### src/rtl/seq_pattern_gen_if.sv
// Handshake and serial-data bundle for seq_pattern_gen.
// The master side (controller or testbench) requests jobs and observes the
// serial stream; the slave side is the pattern generator itself.
interface seq_pattern_gen_if #(
    parameter int PAT_W = 4,
    parameter int CNT_W = 4
);
    logic             start;
    logic             abort;
    logic [PAT_W-1:0] pat;
    logic [CNT_W-1:0] rpt;
    logic             y;
    logic             y_vld;
    logic             busy;
    logic             done;

    modport master (
        output start, abort, pat, rpt,
        input  y, y_vld, busy, done
    );

    modport slave (
        input  start, abort, pat, rpt,
        output y, y_vld, busy, done
    );
endinterface

### src/rtl/seq_pattern_gen.sv
// Serial pattern transmitter: shifts a PAT_W-bit pattern out on y, MSB first,
// repeated (rpt+1) times back to back, with a start/busy/done handshake.
// Optional feature: define SEQ_GEN_PARITY_EN to append one even-parity bit
// (PAR state) after every repetition of the pattern.
module seq_pattern_gen #(
    parameter int PAT_W = 4,
    parameter int CNT_W = 4
) (
    input logic           clk,
    input logic           rst_n,
    seq_pattern_gen_if.slave bus
);

    localparam int IDX_W = (PAT_W > 2) ? $clog2(PAT_W) : 1;
    localparam logic [IDX_W-1:0] IDX_MSB = IDX_W'(PAT_W - 1);

`ifdef SEQ_GEN_PARITY_EN
    typedef enum logic [1:0] {
        IDLE = 2'd0,
        SEND = 2'd1,
        PAR  = 2'd2,
        DONE = 2'd3
    } state_t;
`else
    typedef enum logic [1:0] {
        IDLE = 2'd0,
        SEND = 2'd1,
        DONE = 2'd3
    } state_t;
`endif

    state_t           state_q, state_d;
    logic [PAT_W-1:0] pat_q, pat_d;
    logic [CNT_W-1:0] rep_q, rep_d;
    logic [IDX_W-1:0] idx_q, idx_d;
    logic [IDX_W-1:0] idx_dec;
    logic             y_q, y_d;
    logic             vld_q, vld_d;
    logic             busy_q, busy_d;
    logic             done_q, done_d;

    assign idx_dec   = idx_q - IDX_W'(1);

    assign bus.y     = y_q;
    assign bus.y_vld = vld_q;
    assign bus.busy  = busy_q;
    assign bus.done  = done_q;

    // State, captured job and registered outputs; reset returns everything to idle.
    always_ff @(posedge clk or negedge rst_n) begin
        if (!rst_n) begin
            state_q <= IDLE;
            pat_q   <= '0;
            rep_q   <= '0;
            idx_q   <= '0;
            y_q     <= 1'b0;
            vld_q   <= 1'b0;
            busy_q  <= 1'b0;
            done_q  <= 1'b0;
        end else begin
            state_q <= state_d;
            pat_q   <= pat_d;
            rep_q   <= rep_d;
            idx_q   <= idx_d;
            y_q     <= y_d;
            vld_q   <= vld_d;
            busy_q  <= busy_d;
            done_q  <= done_d;
        end
    end

    // Next-state logic; outputs are computed for the next cycle so y lines up with the bit index.
    always_comb begin
        state_d = state_q;
        pat_d   = pat_q;
        rep_d   = rep_q;
        idx_d   = idx_q;
        y_d     = 1'b0;
        vld_d   = 1'b0;
        busy_d  = 1'b0;
        done_d  = 1'b0;

        case (state_q)
            IDLE: begin
                if (bus.start && !bus.abort) begin
                    state_d = SEND;
                    pat_d   = bus.pat;
                    rep_d   = bus.rpt;
                    idx_d   = IDX_MSB;
                    y_d     = bus.pat[PAT_W-1];
                    vld_d   = 1'b1;
                    busy_d  = 1'b1;
                end
            end

            SEND: begin
                if (bus.abort) begin
                    state_d = IDLE;
                end else if (idx_q != '0) begin
                    idx_d  = idx_dec;
                    y_d    = pat_q[idx_dec];
                    vld_d  = 1'b1;
                    busy_d = 1'b1;
                end else begin
`ifdef SEQ_GEN_PARITY_EN
                    state_d = PAR;
                    y_d     = ^pat_q;
                    vld_d   = 1'b1;
                    busy_d  = 1'b1;
`else
                    if (rep_q != '0) begin
                        rep_d  = rep_q - CNT_W'(1);
                        idx_d  = IDX_MSB;
                        y_d    = pat_q[PAT_W-1];
                        vld_d  = 1'b1;
                        busy_d = 1'b1;
                    end else begin
                        state_d = DONE;
                        done_d  = 1'b1;
                        busy_d  = 1'b1;
                    end
`endif
                end
            end

`ifdef SEQ_GEN_PARITY_EN
            PAR: begin
                if (bus.abort) begin
                    state_d = IDLE;
                end else if (rep_q != '0) begin
                    state_d = SEND;
                    rep_d   = rep_q - CNT_W'(1);
                    idx_d   = IDX_MSB;
                    y_d     = pat_q[PAT_W-1];
                    vld_d   = 1'b1;
                    busy_d  = 1'b1;
                end else begin
                    state_d = DONE;
                    done_d  = 1'b1;
                    busy_d  = 1'b1;
                end
            end
`endif

            DONE: begin
                state_d = IDLE;
            end

            default: begin
                state_d = IDLE;
            end
        endcase
    end

endmodule

### src/flat_wrapper.sv
// flat-port wrapper written by rule: the top's interface ports become plain ports
module seq_pattern_gen_flat 
#(
    parameter int PAT_W = 4,
    parameter int CNT_W = 4
)
  (clk, rst_n, bus_start, bus_abort, bus_pat, bus_rpt, bus_y, bus_y_vld, bus_busy, bus_done);
  seq_pattern_gen_if #(.PAT_W(PAT_W), .CNT_W(CNT_W)) bus_i ();
  input logic clk;
  input logic rst_n;
  input wire logic [$bits(bus_i.start)-1:0] bus_start;
  input wire logic [$bits(bus_i.abort)-1:0] bus_abort;
  input wire logic [$bits(bus_i.pat)-1:0] bus_pat;
  input wire logic [$bits(bus_i.rpt)-1:0] bus_rpt;
  output wire logic [$bits(bus_i.y)-1:0] bus_y;
  output wire logic [$bits(bus_i.y_vld)-1:0] bus_y_vld;
  output wire logic [$bits(bus_i.busy)-1:0] bus_busy;
  output wire logic [$bits(bus_i.done)-1:0] bus_done;
  assign bus_i.start = bus_start;
  assign bus_i.abort = bus_abort;
  assign bus_i.pat = bus_pat;
  assign bus_i.rpt = bus_rpt;
  assign bus_y = bus_i.y;
  assign bus_y_vld = bus_i.y_vld;
  assign bus_busy = bus_i.busy;
  assign bus_done = bus_i.done;
  seq_pattern_gen #(.PAT_W(PAT_W), .CNT_W(CNT_W)) u_core (.clk(clk), .rst_n(rst_n), .bus(bus_i));
endmodule
### config.mk
export PLATFORM = sky130hd
export DESIGN_NAME = seq_pattern_gen_flat
export DESIGN_NICKNAME = d
export VERILOG_FILES = /design/src/rtl/seq_pattern_gen_if.sv /design/src/rtl/seq_pattern_gen.sv /design/src/flat_wrapper.sv
export SDC_FILE = /design/constraint.sdc
export NUM_CORES = 1
export LEC_CHECK = 0
export BUFFER_PORTS_ARGS = -buffer_cell sky130_fd_sc_hd__buf_2
export CAP_MARGIN = 20
export CORE_MARGIN = 2
export CORE_UTILIZATION = 51
export DETAILED_ROUTE_END_ITERATION = 16
export HOLD_SLACK_MARGIN = 0.05
export PLACE_DENSITY_LB_ADDON = 0.2
export SYNTH_ARGS = -nofsm -noshare
export SYNTH_HDL_FRONTEND = slang
export SYNTH_SLANG_ARGS = --single-unit
### constraint.sdc
create_clock -name clk -period 2.05 [get_ports clk]
set_clock_uncertainty 0.05 [all_clocks]
set_input_delay 0.205 -clock clk [delete_from_list [all_inputs] [get_ports clk]]
set_output_delay 0.205 -clock clk [all_outputs]
set_load 0.03 [all_outputs]
-- After elaboration in Yosys (flattened, before gate mapping)
Cells that the tools add are included.
- bits in registers: 16
- bits of input ports: 12
- output and inout bits: 4
- word-level logic and storage cells: 62
- add/subtract/negate cells: 2
- order comparisons: 1
- eq/ne operators: 8
- mux-type cells: 33
- reduce and logical (&&, ||, !) cells: 10
- operators with widths (cell ; count):
    2-bit 2-to-1 mux ; 8
    4-bit 2-to-1 mux ; 4
    1-bit 2-to-1 mux ; 14
    2-bit one-hot mux with 2 select lines ; 2
    4-bit one-hot mux with 2 select lines ; 1
    3-bit != test (second input constant) ; 2
    1-bit one-hot mux with 2 select lines ; 3
    5-bit AND reduction ; 1
    2-bit by 1-bit != test with 1-bit output (second input constant) ; 2
    2-bit != test (second input constant) ; 2
    4-bit AND reduction ; 1
    2-bit nonzero test ; 2
    4-bit nonzero test ; 1
    4-bit by 1-bit subtractor with 4-bit output (second input constant) ; 1
    2-bit by 3-bit < comparator with 1-bit output (second input constant) ; 1
    3-bit by 1-bit != test with 1-bit output (second input constant) ; 1
    3-bit AND reduction ; 1
    1-bit binary-select mux with 2-bit select ; 1
    2-bit by 1-bit equality test with 1-bit output (second input constant) ; 1
    2-bit logical NOT ; 1
    2-bit AND reduction ; 1
    2-bit by 1-bit subtractor with 2-bit output (second input constant) ; 1
    1-bit logical AND ; 1
    1-bit logical NOT ; 1

-- Depth between registers and ports, before layout
- depth in word-level cells: 6
- mapped depth: 6
- mapped depth without buffers: 6

-- Worst setup path after synthesis
OpenSTA, ideal clock, no wires.
- kind: reg2reg
- start: register u_core.idx_q[0]
- end: register u_core.rep_q[3]
- library setup time: 0.111 ns
- arrival time: 1.356 ns
- data required time: 1.889 ns
- slack: 0.532 ns
- stages on the path, launching flop included: 7
- path buffers: 0
- period minus slack after synthesis: 1.518 ns
- path through: dfrtp_1 > inv_1 > ha_1 > and2_1 > o21ai_4 > a21oi_2 > a2111oi_2
- word-level cells in the longest chain between the ends: 3
- RTL lines (item ; line ; source):
    start: declaration ; seq_pattern_gen.sv:35 ; logic [IDX_W-1:0] idx_q, idx_d;
    start signal: assignment ; seq_pattern_gen.sv:64 ; idx_q <= idx_d;
    2-bit nonzero test ; seq_pattern_gen.sv:99 ; end else if (idx_q != '0) begin
    2-bit != test (no line) ; -- ;
    5-bit AND reduction (no line) ; -- ;
    end signal: assignment ; seq_pattern_gen.sv:63 ; rep_q <= rep_d;
    end: declaration ; seq_pattern_gen.sv:34 ; logic [CNT_W-1:0] rep_q, rep_d;
No other way between the ends.
A chain may end at the register's enable or synchronous reset.

-- Worst setup path after layout
- start: register u_core.rep_q[0]
- end: register u_core.idx_q[1]
- word-level cells in the longest chain between the ends: 3
- RTL lines (item ; line ; source):
    4-bit nonzero test ; seq_pattern_gen.sv:111 ; if (rep_q != '0) begin
    3-bit by 1-bit != test with 1-bit output (no line) ; -- ;
    4-bit AND reduction (no line) ; -- ;
No other way between the ends.

==> results.md <==
- Final setup fails: 0
- Post-Route Setup TNS: 0 ns
- Clock sink count: 16
- Endpoint class of the critical path: flop
- CP arrival: 1.95 ns
- CORE AREA: 0.001471 sq mm
- Layout cells sized above 1: 20.59%
- Reg2Reg Launch Point: u_core.rep_q[0]
- ANT nets after route: 0
- Post-route cell area: 903.4 sq um
- Die ar.: 0.001860 sq mm
- P_leak: 0.4652 nW
- Placed Instance Area: 870.8 sq um
- Post-synth ARST share: 100.0%
- Post-synthesis cell area: 780.7 sq um
- Hold Path Class: input pin to flop
- Endpoints failing hold: 0
- Worst Setup Slack, final: 0.2725 ns
- Root Buffer: clkbuf_4
- Worst-path maximum fanout: 4
- Largest net degree at the start of global routing: 17
- WP data required: 2.22 ns
- Gate Count Post-Synth: 84
- Worst Setup Start Kind: flop
- Crit Path Category: flop to flop
- P per Cell Area: 1027 mW/mm^2
- Hold Startpoint: bus_pat[0]
- PortBufs: 15
- Ys Warns: 0
- Rows: 14
- Final period util: 86.71%
- Main flop type after synthesis: dfrtp_1
- Total wire length: 1429 um
- Met3 wire length: 59 um
- Die Y: 43.13 um
- Most area-consuming cells after synthesis: dfrtp_1 (51%), nand2_1 (7.7%), o21ai_0 (5.8%)
- Nets: 118
- Reg clk slew, reported paths: 0.09 ns
- Die width: 43.13 um
- Dominant cell type by area after synthesis: dfrtp_1
- Met2 wire length: 684 um
- Final Util: 61.39%
- Fin crit period: 1.777 ns
- DPL Wire Length: 1079 um
- Synthesized flop and latch total: 16
- Slew Limit Fails: 0
- Top layer used by detailed routing: met4
- Sequential cell area fraction in the yosys report: 51.28%
- Max Cap Violations: 0
- CTS tree: done
- Initial core utilization: 53.06%
- Post-Syn Area per Cell: 9.295 sq um
- Number of global-route vias before repair: 591
- Clk_lat worst skew: 0.29 ns
- WHS Path Cells: 3
- Worst Setup SP: u_core.rep_q[0]
- Diode count: 0
- Status: finished, final reports clean
- Top cell type's share of synthesized area: 51.28%
- Fmax: 562.6 MHz
- R2R depth: 6
- Initial drt markers: 13
- DRC violations left: 0
- Peak supply drop: 558.8 uV
- Post-Syn Nets: 98
- Relative slew slack: 68.83%
- Synthesis-to-finish area growth: 15.71%
- Total GRT Usage: 18.42%
- Most common library cells after synthesis: dfrtp_1 (16), nand2_1 (16), o21ai_0 (9)
- Yosys cell types: 23
- Longest Clk Path Bufs: 2
- I/O pin total: 16
- Setup Buffers After CTS: 0
- Drt pass-1 iters: 4
- Routed length per placed instance: 12.11 um
- Global-route wire length before repair: 2470 um
- Post-cts gate resize count: 0
- Antenna violations before repair: 0
- H-tree levels: 1
- Grt total ovfl: 0
- RSZ-0062 raised after global routing: false
- GPL Wtd Cong: 0.7753
- Vias: 623
- Vias per cell: 5.280
- Worst Max-Slew Pin Slew: 0.4665 ns
- Final Power: 0.9277 mW
- Met1 wire length: 643 um
- Post-synth EDFFs: 0
- Total CTS buffers: 3
- Pre-CTS setup slack: 0.2609 ns
## cell type report
cell class | instances | area [sq um]
fillers | 134 | 568.0
flip-flops and latches | 16 | 400.4
multi-input cells | 61 | 352.8
repair buffers | 16 | 85.08
clock buffers | 3 | 22.52
inverters | 6 | 22.52
well taps | 16 | 20.02
## cell families (layout without fill, tap and decap cells)
family,after synthesis,in the layout,synth area share (%)
compound gates,18,18,15.71
buf+inv,7,25,3.525
fa+ha+maj,2,2,3.205
mux,2,2,2.564
simple gates,39,39,23.72
flops,16,16,51.28
## layer usage
metal | vias to the layer above | GRT usage (%)
li1 | 319 | -
met1 | 287 | 22.25
met2 | 12 | 28.96
met3 | 5 | 4.255
met4 | 0 | 12.12
met5 | - | 0
## final timing paths
check,end,slack (ns)
worst max-delay path,u_core.idx_q[1],0.27
worst min-delay path,u_core.pat_q[0],0.05
worst max register to register,u_core.idx_q[1],0.27
worst min register to register,u_core.pat_q[0],0.43
max in group asynchronous,u_core.rep_q[3],1.36
min in group asynchronous,u_core.pat_q[2],0.32
## cells in the final DEF, fill, tap and decap left out, drive strengths merged
cell,instances
a2111oi,1
a21oi,4
a22oi,1
a2bb2oi,1
a31oi,1
and2,3
buf,15
clkbuf,3
dfrtp,16
dlygate4sd3,1
ha,2
inv,6
mux2i,2
nand2,16
nand2b,3
nand3,2
nor2,6
nor2b,3
nor3,4
nor3b,1
nor4b,1
o21ai,10
## timing repair
action,4_1_cts,5_1_grt
hold endpoints to repair,16,0
setup endpoints to repair,0,0
hold buffers,1,0
## through the flow
stage / hold WS [ns] / cells
after global placement: 0.08075 / 114
after floorplan: -0.1406 / 84
after detailed placement: 0.08206 / 114
after CTS: 0.05358 / 118
after global routing: 0.05606 / 118
final: 0.05487 / 118
## registers in the layout (all words and copies together), names as in the netlist
register          count
u_core.bus.y_vld      1
u_core.state_q        2
u_core.idx_q          2
u_core.bus.done       1
u_core.bus.y          1
u_core.pat_q          4
u_core.rep_q          4
u_core.bus.busy       1
## power by group
group | leakage (nW) | internal [mW] | total [mW] | switching [mW]
Sequential | 0.199 | 0.390 | 0.443 | 0.0533
Combinational | 0.253 | 0.141 | 0.320 | 0.179
Clock | 0.0138 | 0.0684 | 0.164 | 0.0958
## critical path, stage by stage (launching register included)
cell and delay, ns:
dfrtp_1 0.41, inv_1 0.07, ha_1 0.17, nor3b_1 0.42, nand2_1 0.17, nand3_1 0.21, mux2i_1 0.20
Power figures use the tool's default switching activity.
